===== src/rtl/seq_match_ctrl.sv =====
// Word-to-bit-serial controller for a 4-bit overlapping pattern matcher.
// Bit history carries across words unless cleared while idle.
module seq_match_ctrl #(
    parameter int DATA_W = 8,
    parameter int CNT_W  = 4
) (
    input  logic              clk,
    input  logic              rst_,
    input  logic              in_valid,
    output logic              in_ready,
    input  logic [DATA_W-1:0] in_data,
    input  logic [3:0]        pattern,
    input  logic [2:0]        pat_len,
    input  logic              clear_hist,
    output logic              busy,
    output logic              match,
    output logic              done,
    output logic [CNT_W-1:0]  match_count
);

    localparam int IDX_W = (DATA_W > 1) ? $clog2(DATA_W) : 1;
    localparam logic [1:0] IDLE  = 2'd0;
    localparam logic [1:0] SHIFT = 2'd1;
    localparam logic [1:0] DONE  = 2'd2;
    localparam logic [CNT_W-1:0] CNT_MAX = '1;
    localparam logic [IDX_W-1:0] IDX_TOP = IDX_W'(DATA_W - 1);

    logic [1:0]        state;
    logic [DATA_W-1:0] word;
    logic [3:0]        pat_q;
    logic [2:0]        len_q;
    logic [IDX_W-1:0]  idx;
    logic [3:0]        hist;
    logic [2:0]        hcnt;

    logic [3:0] hist_next;
    logic [3:0] mask;
    logic [2:0] hcnt_next;
    logic [2:0] len_eff;
    logic       hit;

    // Match is judged on the history as it will look after this cycle's shift.
    always_comb begin
        len_eff   = (pat_len > 3'd4) ? 3'd4 : pat_len;
        hist_next = {hist[2:0], word[idx]};
        hcnt_next = (hcnt >= 3'd4) ? 3'd4 : hcnt + 3'd1;
        case (len_q)
            3'd1:    mask = 4'b0001;
            3'd2:    mask = 4'b0011;
            3'd3:    mask = 4'b0111;
            3'd4:    mask = 4'b1111;
            default: mask = 4'b0000;
        endcase
        hit = (state == SHIFT) && (len_q != 3'd0) && (hcnt_next >= len_q)
              && (((hist_next ^ pat_q) & mask) == 4'b0000);
    end

    always_ff @(posedge clk or negedge rst_) begin
        if (!rst_) begin
            state       <= IDLE;
            word        <= '0;
            pat_q       <= 4'b0000;
            len_q       <= 3'd0;
            idx         <= '0;
            hist        <= 4'b0000;
            hcnt        <= 3'd0;
            match       <= 1'b0;
            match_count <= '0;
        end else begin
            match <= 1'b0;
            case (state)
                IDLE: begin
                    // Clear first so a coinciding accept starts from empty history.
                    if (clear_hist) begin
                        hist <= 4'b0000;
                        hcnt <= 3'd0;
                    end
                    if (in_valid) begin
                        word        <= in_data;
                        pat_q       <= pattern;
                        len_q       <= len_eff;
                        match_count <= '0;
                        idx         <= IDX_TOP;
                        state       <= SHIFT;
                    end
                end
                SHIFT: begin
                    hist <= hist_next;
                    hcnt <= hcnt_next;
                    if (hit) begin
                        match <= 1'b1;
                        if (match_count != CNT_MAX)
                            match_count <= match_count + 1'b1;
                    end
                    if (idx == '0)
                        state <= DONE;
                    else
                        idx <= idx - 1'b1;
                end
                DONE:    state <= IDLE;
                default: state <= IDLE;
            endcase
        end
    end

    assign in_ready = (state == IDLE);
    assign busy     = (state == SHIFT) || (state == DONE);
    assign done     = (state == DONE);

endmodule


===== config.mk =====
export PLATFORM = sky130hd
export DESIGN_NAME = seq_match_ctrl
export DESIGN_NICKNAME = d
export VERILOG_FILES = /design/src/rtl/seq_match_ctrl.sv
export SDC_FILE = /design/constraint.sdc
export NUM_CORES = 1
export LEC_CHECK = 0
export BUFFER_PORTS_ARGS = -buffer_cell sky130_fd_sc_hd__clkbuf_2
export CORE_MARGIN = 2
export CORE_UTILIZATION = 55
export CTS_CLUSTER_DIAMETER = 100
export CTS_CLUSTER_SIZE = 24
export DETAILED_ROUTE_END_ITERATION = 8
export PLACE_DENSITY = 0.78
export SLEW_MARGIN = 30
export SYNTH_ARGS = -nofsm -noshare
export SYNTH_HDL_FRONTEND = slang
export SYNTH_SLANG_ARGS = --single-unit

===== constraint.sdc =====
create_clock -name clk -period 2.7 [get_ports clk]
set_input_delay 0.54 -clock clk [delete_from_list [all_inputs] [get_ports clk]]
set_output_delay 0.54 -clock clk [all_outputs]
set_load 0.005 [all_outputs]

==> flow_summary_export.csv, run 1 <==
group,metric,value,unit
run_status,status,"finished, final reports clean",
synth,synth_area_leader_cell,"dfrtp_1",
clock_tree,cts.sink_count,31,
floorplanning,core-area,2980,µm²
synth,synthDominantCellAreaShare,46.2,%
routing,avgViaCountPerCell,5.86,
sta,post-route-min-period,2.42,ns
clock_tree,cts_max_level,2,
sta,worst_slew_pin_slew,0.759,ns
worst_setup_path,crit-reg2reg-capture,"match_count[1]",
synth,mappedNetlistNets,185,
routing,num_vias,1290,
clock_tree,clkLatencyLatePin,0.33,ns
floorplanning,dieArea,3510,µm²
sta,finalClockSkew,0.0118,ns
synth,synth.yosys.seq_area_share,46.2,%
synth,synthCells,155,
worst_setup_path,path_class,"reg2reg",
clock_tree,cts.root.buffer_cell,"clkbuf_4",
hold_path,hp_class,"in2async",
placed_design,port-buffer-count,26,
synth,ys_seq_elements,31,
grt,global_route.overflow_total,0,
final_layout,antenna_cells,0,
routing,wl_per_cell,14.7,µm
clock_tree,cts.clk_slew.worst_paths,0.10,ns
worst_setup_path,rr_worst_depth,9,
routing,dr.pass1.iters,4,
sta,finalMaxSlewViolations,0,
worst_setup_path,worstReg2RegStart,"hcnt[0]",
floorplanning,placementRows,20,
clock_tree,cts_buffers,5,
final_layout,layout-area-overhead-vs-synth,14.3,%
worst_setup_path,critical_path_arrival,2.65,ns
sta,maxSlewHeadroom,49.4,%
sta,achievable-frequency,0.414,GHz
routing,drc,0,
clock_tree,maximum_count_of_clock_buffers_along_a_single_path,2,
routing,final_antenna_net_count,0,
final_layout,num-nets-final,216,
floorplanning,die_ht,59.3,µm
placed_design,place.detailed.instances,212,
synth,unique_cell_type_count_in_the_yosys_netlist,37,
worst_setup_path,cp_endpoint_kind,"register",
synth,ys_warn_count,0,
sta,timing.final.crit_share,89.6,%
synth,syn_area,1680,µm²
floorplanning,floorplan_die_width,59.3,µm
run,max_cap_viol_count,0,
synth,synth_area_per_cell,10.8,µm²
clock_tree,cts-hold-fix-buffers,0,
grt,grt.total_usage,21.8,%
power,power_density,1030,nW/µm²
placed_design,detailed_place_hpwl,2260,µm
sta,setup_total_negative_slack,0,ns
routing,wl,3230,µm
grt,grt_antenna_before_repair,0,
worst_setup_path,critPathRequiredTime,2.93,ns
sta,finalSetupViolCount,0,
clock_tree,cts_resized,0,
clock_tree,postCtsSetupBuffers,0,
power,worst_ir_drop_vdd,0.550,mV
routing,drt-initial-drc-count,62,
worst_setup_path,critPathLaunchType,"register",
floorplanning,ioPinCount,27,
grt,first_pass_grt_wire_length,5660,µm
grt,via_count_of_the_first_global_routing_pass,1325,
final_layout,layout-drive-gt1-share,29.9,%
worst_setup_path,rrSetupSlack,0.28,ns
grt,grt_start_max_net_pins,32,
final_layout,final_cell_count_without_fillers,220,
sta,setup_repair_after_global_routing_missed_its_margin,"false",
synth,top_post_synthesis_cells_by_area,"dfrtp_1 (46%), mux2_2 (9.4%), ha_1 (8.2%)",
sta,timing_hold_violations_final,0,
floorplanning,initial_core_util,56.4,%
clock_tree,clock_tree_from_tritoncts,"built",
worst_setup_path,maximum_fanout_count_along_the_critical_path,8,
placed_design,place_congestion,0.752,
power,power.leakage,0.930,nW
where the power goes:
part,total (mW),switching [mW],internal (mW)
logic,0.872,0.441,0.431
clock network,0.314,0.162,0.152
registers,0.792,0.148,0.643
total,1.98,0.751,1.23
critical path: stages (launching register included):
cell and delay (ns):
dfrtp_1 0.42, ha_1 0.22, or2_2 0.28, ha_1 0.29, nand2_1 0.05, o21ai_0 0.14, nand3_1 0.11, nor3_2 0.39
a31oi_1 0.16, a22o_1 0.26
worst max-delay path by stage:
stage / end / from / slack [ns]
floorplan: match_count[1] / idx[0] / 0.56
global placement: match_count[1] / idx[0] / 0.41
detailed placement: match_count[1] / hcnt[0] / 0.28
CTS: match_count[1] / idx[0] / 0.28
global route: match_count[1] / hcnt[0] / 0.14
finish: match_count[1] / hcnt[0] / 0.28
state kept, by name, summed over array words and instances, names as in the netlist:
signal and flops:
word 8, match_count 4, pat_q 4, hcnt 3
hist 3, idx 3, len_q 3, state 2
match 1
Yosys cell counts:
cell type and instances:
nor2_1 6, o21ba_2 1, o211ai_1 1, nor3_1 1, a22o_2 1, nand2b_1 5
clkbuf_1 3, dfrtp_1 31, and4b_1 1, and2_2 1, a31oi_1 4, o22a_1 1
and3_1 1, xor2_1 2, a22o_1 4, o21bai_1 1, mux4_1 2, nor3_2 1
and4_1 1, and2_1 1, mux2i_1 1, a211oi_1 1, nor4_2 1, inv_1 10
nand2_1 11, nand4b_1 1, nor3b_1 1, a22oi_1 2, xnor2_1 1, a21oi_1 10
nor2b_1 4, mux2_2 14, ha_1 11, o21ai_1 1, nand3_1 4, o21ai_0 11
or2_2 2
area by class of cell:
class	count	area (µm²)
fill	243	1060
multi-input combinational	111	856
sequential	31	776
timing repair buffer	27	138
clock buffer	7	65.1
tap	33	41.3
inverter	10	37.5
clock inverter	1	7.51
kinds of logic after synthesis:
kind of cell	synth area share (%)
DFF	46.2
AOI/OAI and AO/OA	14.1
adders and majority gates	8.19
and+or+nand+nor	14.0
muxes	13.1
xor gates and xnor gates	1.56
buffers and inverters	2.90
layer usage:
metal | vias to the layer above | track usage, % | share of wire (%)
met5 | - | 0 | 0
met4 | 0 | 13.0 | 0.37
met3 | 2 | 5.24 | 5.3
met2 | 46 | 34.1 | 51
met1 | 625 | 27.2 | 43
li1 | 617 | - | -
cells in the final DEF, fill, tap and decap left out, drive strengths merged, types with 2 or more instances in the layout:
master / n
dfrtp: 31
nor2: 6
ha: 11
o21ai: 12
or2: 2
nand2b: 5
inv: 10
clkbuf: 33
mux2: 14
nand2: 11
and2: 2
a22oi: 2
a22o: 5
nor2b: 4
xor2: 2
a21oi: 10
a31oi: 4
nor3: 2
nand3: 4
mux4: 2
metrics by stage:
step | instance area (µm²) | hold WS (ns) | util, % | setup WS [ns] | power, mW
after floorplan | 1680 | 0.244 | - | 0.562 | 1.44
after CTS | 1920 | 0.284 | 64.5 | 0.279 | 2.00
final | 1920 | 0.257 | 64.5 | 0.282 | 1.98
after global placement | 1850 | 0.480 | 62.1 | 0.412 | 1.61
after global routing | 1920 | 0.321 | 64.5 | 0.142 | 2.16
after detailed placement | 1850 | 0.488 | 62.1 | 0.283 | 1.67
Note: power is estimated with default switching activity, not from simulation.
==> run 2: changes to the inputs <==
--- a/config.mk
+++ b/config.mk
@@ -6,7 +6,7 @@
 export NUM_CORES = 1
 export LEC_CHECK = 0
 export BUFFER_PORTS_ARGS = -buffer_cell sky130_fd_sc_hd__clkbuf_2
-export CORE_MARGIN = 2
+export CORE_MARGIN = 3
 export CORE_UTILIZATION = 55
 export CTS_CLUSTER_DIAMETER = 100
 export CTS_CLUSTER_SIZE = 24
==> run 2 against run 1 <==
Effect of this change: setup slack improved by 0.010 ns; clock-buffer cell count stayed put; combinational power decreased by 0.7%; sequential share of layout area rose by 0.53 points; routed wire length up 0.84%; final cell count fell by 0.91%; critical path type unchanged; worst hold slack gained 0.015 ns; highest routed layer unchanged; clock skew is essentially flat; largest cell class unchanged; register-to-register slack about the same; critical path depth stayed put.
==> flow_summary_export.csv, run 2 (synthesis results as in run 1) <==
group,metric,value,unit
sta,hold-worst-slack,0.271,ns
routing,drt-initial-drc-count,65,
sta,setup_total_negative_slack,0,ns
grt,grt_start_max_net_pins,32,
grt,grt_antenna_before_repair,0,
sta,maxSlewHeadroom,48.4,%
floorplanning,ioPinCount,27,
sta,achievable-frequency,0.415,GHz
routing,num_vias,1248,
power,power.leakage,0.921,nW
sta,finalClockSkew,0.0120,ns
final_layout,num-nets-final,216,
worst_setup_path,critPathLaunchType,"register",
final_layout,largest_registers,"word x8, match_count x4, pat_q x4",
routing,dr.pass1.iters,4,
clock_tree,clkLatencyLatePin,0.32,ns
clock_tree,cts_buffers,5,
routing,wl_per_cell,14.9,µm
power,cell_internal_pwr,1.18,mW
grt,via_count_of_the_first_global_routing_pass,1266,
power,power.total,1.91,mW
power,power_density,1010,nW/µm²
clock_tree,postCtsSetupBuffers,0,
worst_setup_path,maximum_fanout_count_along_the_critical_path,8,
power,seq_power_share,41.5,%
floorplanning,initial_core_util,59.4,%
placed_design,port-buffer-count,26,
worst_setup_path,worstReg2RegStart,"hcnt[0]",
final_layout,layout-drive-gt1-share,28.9,%
clock_tree,cts-hold-fix-buffers,0,
hold_path,hp_class,"in2async",
sta,setup_repair_after_global_routing_missed_its_margin,"false",
worst_setup_path,critical_path_arrival,2.62,ns
routing,avgViaCountPerCell,5.72,
sta,timing_hold_violations_final,0,
sta,finalMaxSlewViolations,0,
clock_tree,clock_tree_from_tritoncts,"built",
worst_setup_path,critPathRequiredTime,2.92,ns
power,pwr-share-comb,45.3,%
final_layout,mostFrequentLayoutCells,"dfrtp_1 (31), clkbuf_2 (26), mux2_2 (14)",
worst_setup_path,path_class,"reg2reg",
worst_setup_path,worst_setup_path_startpoint,"hcnt[0]",
run_status,status,"finished, final reports clean",
sta,post-route-min-period,2.41,ns
floorplanning,placementRows,19,
clock_tree,cts_resized,0,
grt,global_route.overflow_total,0,
routing,wl,3250,µm
worst_setup_path,cp_endpoint_kind,"register",
floorplanning,core-area,2830,µm²
final_layout,largest_register_ff_count,8,
final_layout,layout-area-overhead-vs-synth,12.8,%
clock_tree,maximum_count_of_clock_buffers_along_a_single_path,2,
clock_tree,cts.root.buffer_cell,"clkbuf_4",
final_layout,antenna_cells,0,
power,worst_ir_drop_vdd,0.592,mV
final_layout,final.fill_count,227,
clock_tree,cts_max_level,2,
grt,grt.total_usage,20.3,%
final_layout,regMostFlops,"word",
clock_tree,cts.clk_slew.worst_paths,0.10,ns
grt,first_pass_grt_wire_length,5490,µm
power,power.net_switching,0.737,mW
sta,timing.final.crit_share,89.2,%
final_layout,layout.cells.most_common,"dfrtp_1",
run,max_cap_viol_count,0,
placed_design,place_congestion,0.742,
power,swShare,38.5,%
placed_design,detailed_place_hpwl,2390,µm
routing,final_antenna_net_count,0,
floorplanning,dieArea,3750,µm²
floorplanning,floorplan_die_width,61.3,µm
routing,drc,0,
clock_tree,cts.sink_count,31,
sta,finalSetupViolCount,0,
sta,worst_slew_pin_slew,0.774,ns
floorplanning,die_ht,61.3,µm
power,share_clk_of_total_power,13.3,%
-- run 2: cell types whose count changed in the layout (fill, tap and decap cells not counted), sizes merged --
cell	before	now
clkinvlp	1	0
clkinv	0	1
-- run 2: path summary, 6_finish.rpt --
check	end	slack, ns	depth (start not counted)
worst min-delay path	hcnt[2]	0.27	1
worst max register to register	match_count[1]	0.29	9
max in group asynchronous	word[2]	1.93	1
min in group clk	pat_q[3]	0.44	2
worst min register to register	word[1]	0.51	1
worst max-delay path	match_count[1]	0.29	9
-- run 2: stage by stage --
step                      cells  instance area, µm²  util, %  worst slack [ns]
final                       218                1900     67.0             0.293
after global routing        218                1900     67.0             0.182
after CTS                   218                1900     67.0             0.300
after detailed placement    210                1850     65.2             0.320
after global placement      210                1850     65.2             0.413
after floorplan             155                1680        -             0.562
-- run 2: final cells by class --
cell class	instances	area (µm²)	area share, %
Sequential cell	31	776	40.9
Multi-Input combinational cell	111	856	45.1
Clock inverter	1	5.00	0.264
Clock buffer	7	45.0	2.38
Inverter	10	37.5	1.98
Timing Repair Buffer	27	138	7.26
Tap cell	31	38.8	2.05
-- run 2: power by group through the flow --
stage | logic [mW] | registers (mW) | clock network, mW
floorplan | 0.684 | 0.756 | 0
CTS | 0.877 | 0.792 | 0.266
finish | 0.866 | 0.793 | 0.254
global placement | 0.830 | 0.787 | 0
detailed placement | 0.867 | 0.802 | 0
global route | 0.986 | 0.814 | 0.291
-- run 2: metal layers --
layer | track usage, % | vias to the layer above | share of wire, %
met5 | 0 | - | 0
met1 | 25.2 | 589 | 46
met3 | 6.50 | 7 | 4.1
met2 | 33.2 | 33 | 48
met4 | 7.12 | 0 | 1.5
li1 | - | 619 | -
-- run 2: critical path, cell delays in order (launching register included) --
cell and delay [ns]:
dfrtp_1 0.42, ha_1 0.23, or2_2 0.28, ha_1 0.29, nand2_1 0.05, o21ai_0 0.14
nand3_1 0.10, nor3_2 0.39, a31oi_1 0.14, a22o_1 0.26
==> run 3: changes to the inputs <==
--- a/config.mk
+++ b/config.mk
@@ -7,11 +7,11 @@
 export LEC_CHECK = 0
 export BUFFER_PORTS_ARGS = -buffer_cell sky130_fd_sc_hd__clkbuf_2
 export CORE_MARGIN = 3
-export CORE_UTILIZATION = 55
+export CORE_UTILIZATION = 50
 export CTS_CLUSTER_DIAMETER = 100
 export CTS_CLUSTER_SIZE = 24
 export DETAILED_ROUTE_END_ITERATION = 8
-export PLACE_DENSITY = 0.78
+export PLACE_DENSITY = 0.75
 export SLEW_MARGIN = 30
 export SYNTH_ARGS = -nofsm -noshare
 export SYNTH_HDL_FRONTEND = slang
==> constraint.sdc (replaced) <==
create_clock -name clk -period 2.1 [get_ports clk]
set_input_delay 0.42 -clock clk [delete_from_list [all_inputs] [get_ports clk]]
set_output_delay 0.42 -clock clk [all_outputs]
set_load 0.005 [all_outputs]
==> run 3 against run 2 <==
Effect of this change: the flow now finishes with violations (setup timing); power is 51% higher; setup slack worse by 0.43 ns; clock skew is 0.0024 ns lower; register-to-register slack worse by 0.43 ns; sequential cell count stayed put; global-route usage is 2.5 points lower; critical path depth stayed put; routed wire length is 1.9% higher; sequential power is 29% higher; final cell count is 11% higher; via count is 4.2% higher; critical endpoint unchanged; largest cell class unchanged.
==> flow_summary_export.csv, run 3 (synthesis results as in run 1) <==
group,metric,value,unit
run_status,status,"finished, violations left",
run_status,failed_checks,"setup timing",
power,cell_internal_pwr,1.82,mW
worst_setup_path,rr_worst_depth,9,
sta,finalMaxSlewViolations,0,
floorplanning,placementRows,20,
power,pwr-share-comb,51.1,%
routing,wl,3320,µm
sta,worst_slew_pin_slew,0.740,ns
clock_tree,cts-hold-fix-buffers,0,
grt,global_route.overflow_total,0,
final_layout,seq_area,776,µm²
placed_design,placement.setup.worst_slack,-0.173,ns
placed_design,place.detailed.instances,230,
power,power.leakage,0.981,nW
grt,via_count_of_the_first_global_routing_pass,1259,
sta,finalClockSkew,0.00960,ns
sta,setup_repair_after_global_routing_missed_its_margin,"true",
power,power.total,2.90,mW
clock_tree,cts.sink_count,31,
final_layout,post-route-util,66.2,%
final_layout,regMostFlops,"word",
sta,timing_hold_violations_final,0,
grt,grt.total_usage,17.8,%
placed_design,place_congestion,0.776,
clock_tree,maximum_count_of_clock_buffers_along_a_single_path,2,
placed_design,port-buffer-count,26,
routing,avgViaCountPerCell,5.37,
grt,grt_antenna_before_repair,0,
clock_tree,cts_max_level,2,
worst_setup_path,critPathTopFamily,"simple AND/OR/NAND/NOR gates",
clock_tree,cts.clk_slew.worst_paths,0.10,ns
final_layout,largest_register_ff_count,8,
worst_setup_path,maximum_fanout_count_along_the_critical_path,7,
sta,finalSetupViolCount,4,
routing,num_vias,1300,
sta,hold-worst-slack,0.131,ns
routing,drt-initial-drc-count,72,
sta,setup_total_negative_slack,-0.339,ns
sta,layout_setup_ws,-0.136,ns
worst_setup_path,critical_path.n_buffers_inverters,0,
worst_setup_path,critical_path_arrival,2.46,ns
routing,dr.pass1.iters,4,
power,worst_ir_drop_vdd,0.659,mV
worst_setup_path,rrSetupSlack,-0.14,ns
power,power_density,1400,nW/µm²
final_layout,layout-drive-gt1-share,38.4,%
run,max_cap_viol_count,0,
final_layout,final_cell_count_without_fillers,242,
routing,drc,0,
floorplanning,core-area,3130,µm²
final_layout,mostFrequentLayoutCells,"dfrtp_1 (31), clkbuf_2 (26), mux2_2 (13)",
floorplanning,dieArea,4090,µm²
sta,achievable-frequency,0.447,GHz
worst_setup_path,worstReg2RegStart,"hcnt[0]",
final_layout,num-nets-final,227,
floorplanning,initial_core_util,53.7,%
routing,final_antenna_net_count,0,
grt,grt_start_max_net_pins,32,
worst_setup_path,slowest_stage,"dfrtp_1",
power,swShare,37.2,%
sta,post-route-min-period,2.24,ns
worst_setup_path,crit-reg2reg-capture,"match_count[1]",
final_layout,layout-area-overhead-vs-synth,23.2,%
final_layout,largest_registers,"word x8, match_count x4, pat_q x4",
floorplanning,ioPinCount,27,
worst_setup_path,cp_endpoint_kind,"register",
clock_tree,cts_buffers,5,
final_layout,antenna_cells,0,
hold_path,hp_class,"in2async",
sta,maxSlewHeadroom,50.7,%
final_layout,final.fill_count,256,
final_layout,layout.cells.most_common,"dfrtp_1",
routing,wl_per_cell,13.7,µm
grt,first_pass_grt_wire_length,5640,µm
sta,timing.final.crit_share,106,%
worst_setup_path,critPathLaunchType,"register",
clock_tree,clock_tree_from_tritoncts,"built",
placed_design,place_area,1940,µm²
power,seq_power_share,35.4,%
worst_setup_path,worstPathCellList,"ha_2 > or2_4 > ha_4 > nand2_2 > o21ai_2 > nand3_2 > nor3_4 > a31oi_1 > a22o_1",
final_layout,area_occupied_by_multi_input_gates,913,µm²
placed_design,detailed_place_hpwl,2440,µm
worst_setup_path,path_class,"reg2reg",
worst_setup_path,critPathMaxStageDelay,0.42,ns
power,share_clk_of_total_power,13.5,%
worst_setup_path,critPathRequiredTime,2.32,ns
clock_tree,clkLatencyLatePin,0.33,ns
clock_tree,cts.root.buffer_cell,"clkbuf_4",
final_layout,layout.cell_area.non_filler,2070,µm²
floorplanning,die_ht,64.0,µm
floorplanning,floorplan_die_width,64.0,µm
power,power.net_switching,1.08,mW
-- run 3: cell count changes in the layout (fill, tap and decap cells not counted), sizes merged --
cell / change
clkinv: -1
clkbuf: +1
buf: +11
-- run 3: worst max path at each step --
stage | startpoint | depth (start not counted) | endpoint | slack [ns]
after floorplan | hcnt[0] | 10 | match_count[1] | 0.01
after global placement | hcnt[0] | 10 | match_count[1] | -0.08
after detailed placement | hcnt[0] | 10 | match_count[1] | -0.17
after CTS | idx[0] | 6 | match_count[1] | -0.08
after global routing | hcnt[0] | 10 | match_count[1] | -0.23
final | hcnt[0] | 9 | match_count[1] | -0.14
-- run 3: area by class of cell --
| cell class | count | area share (%) |
|---|---|---|
| Clock buffer | 8 | 3.32 |
| Timing Repair Buffer | 38 | 10.6 |
| Tap cell | 44 | 2.66 |
| Multi-Input combinational cell | 111 | 44.1 |
| Inverter | 10 | 1.81 |
| Sequential cell | 31 | 37.5 |
-- run 3: power groups by stage --
stage	logic, mW	registers [mW]	clock network, mW
final	1.48	1.02	0.392
after global routing	1.64	1.06	0.436
after CTS	1.32	1.02	0.402
after detailed placement	1.27	1.03	0
after global placement	1.21	1.01	0
after floorplan	0.928	0.972	0
-- run 3: what timing repair did --
item / CTS / global route
hold endpoints to repair: 0 / 0
pin swaps: 6 / 8
setup buffers: 1 / 3
setup endpoints to repair: 4 / 4
resized for setup: 5 / 7
-- run 3: routing by layer --
layer / wire length, µm / up-vias / GRT usage [%]
met5: 0 / - / 0
met4: 33 / 0 / 5.39
met3: 165 / 4 / 5.62
met2: 1570 / 31 / 28.3
met1: 1540 / 626 / 23.1
li1: - / 639 / -
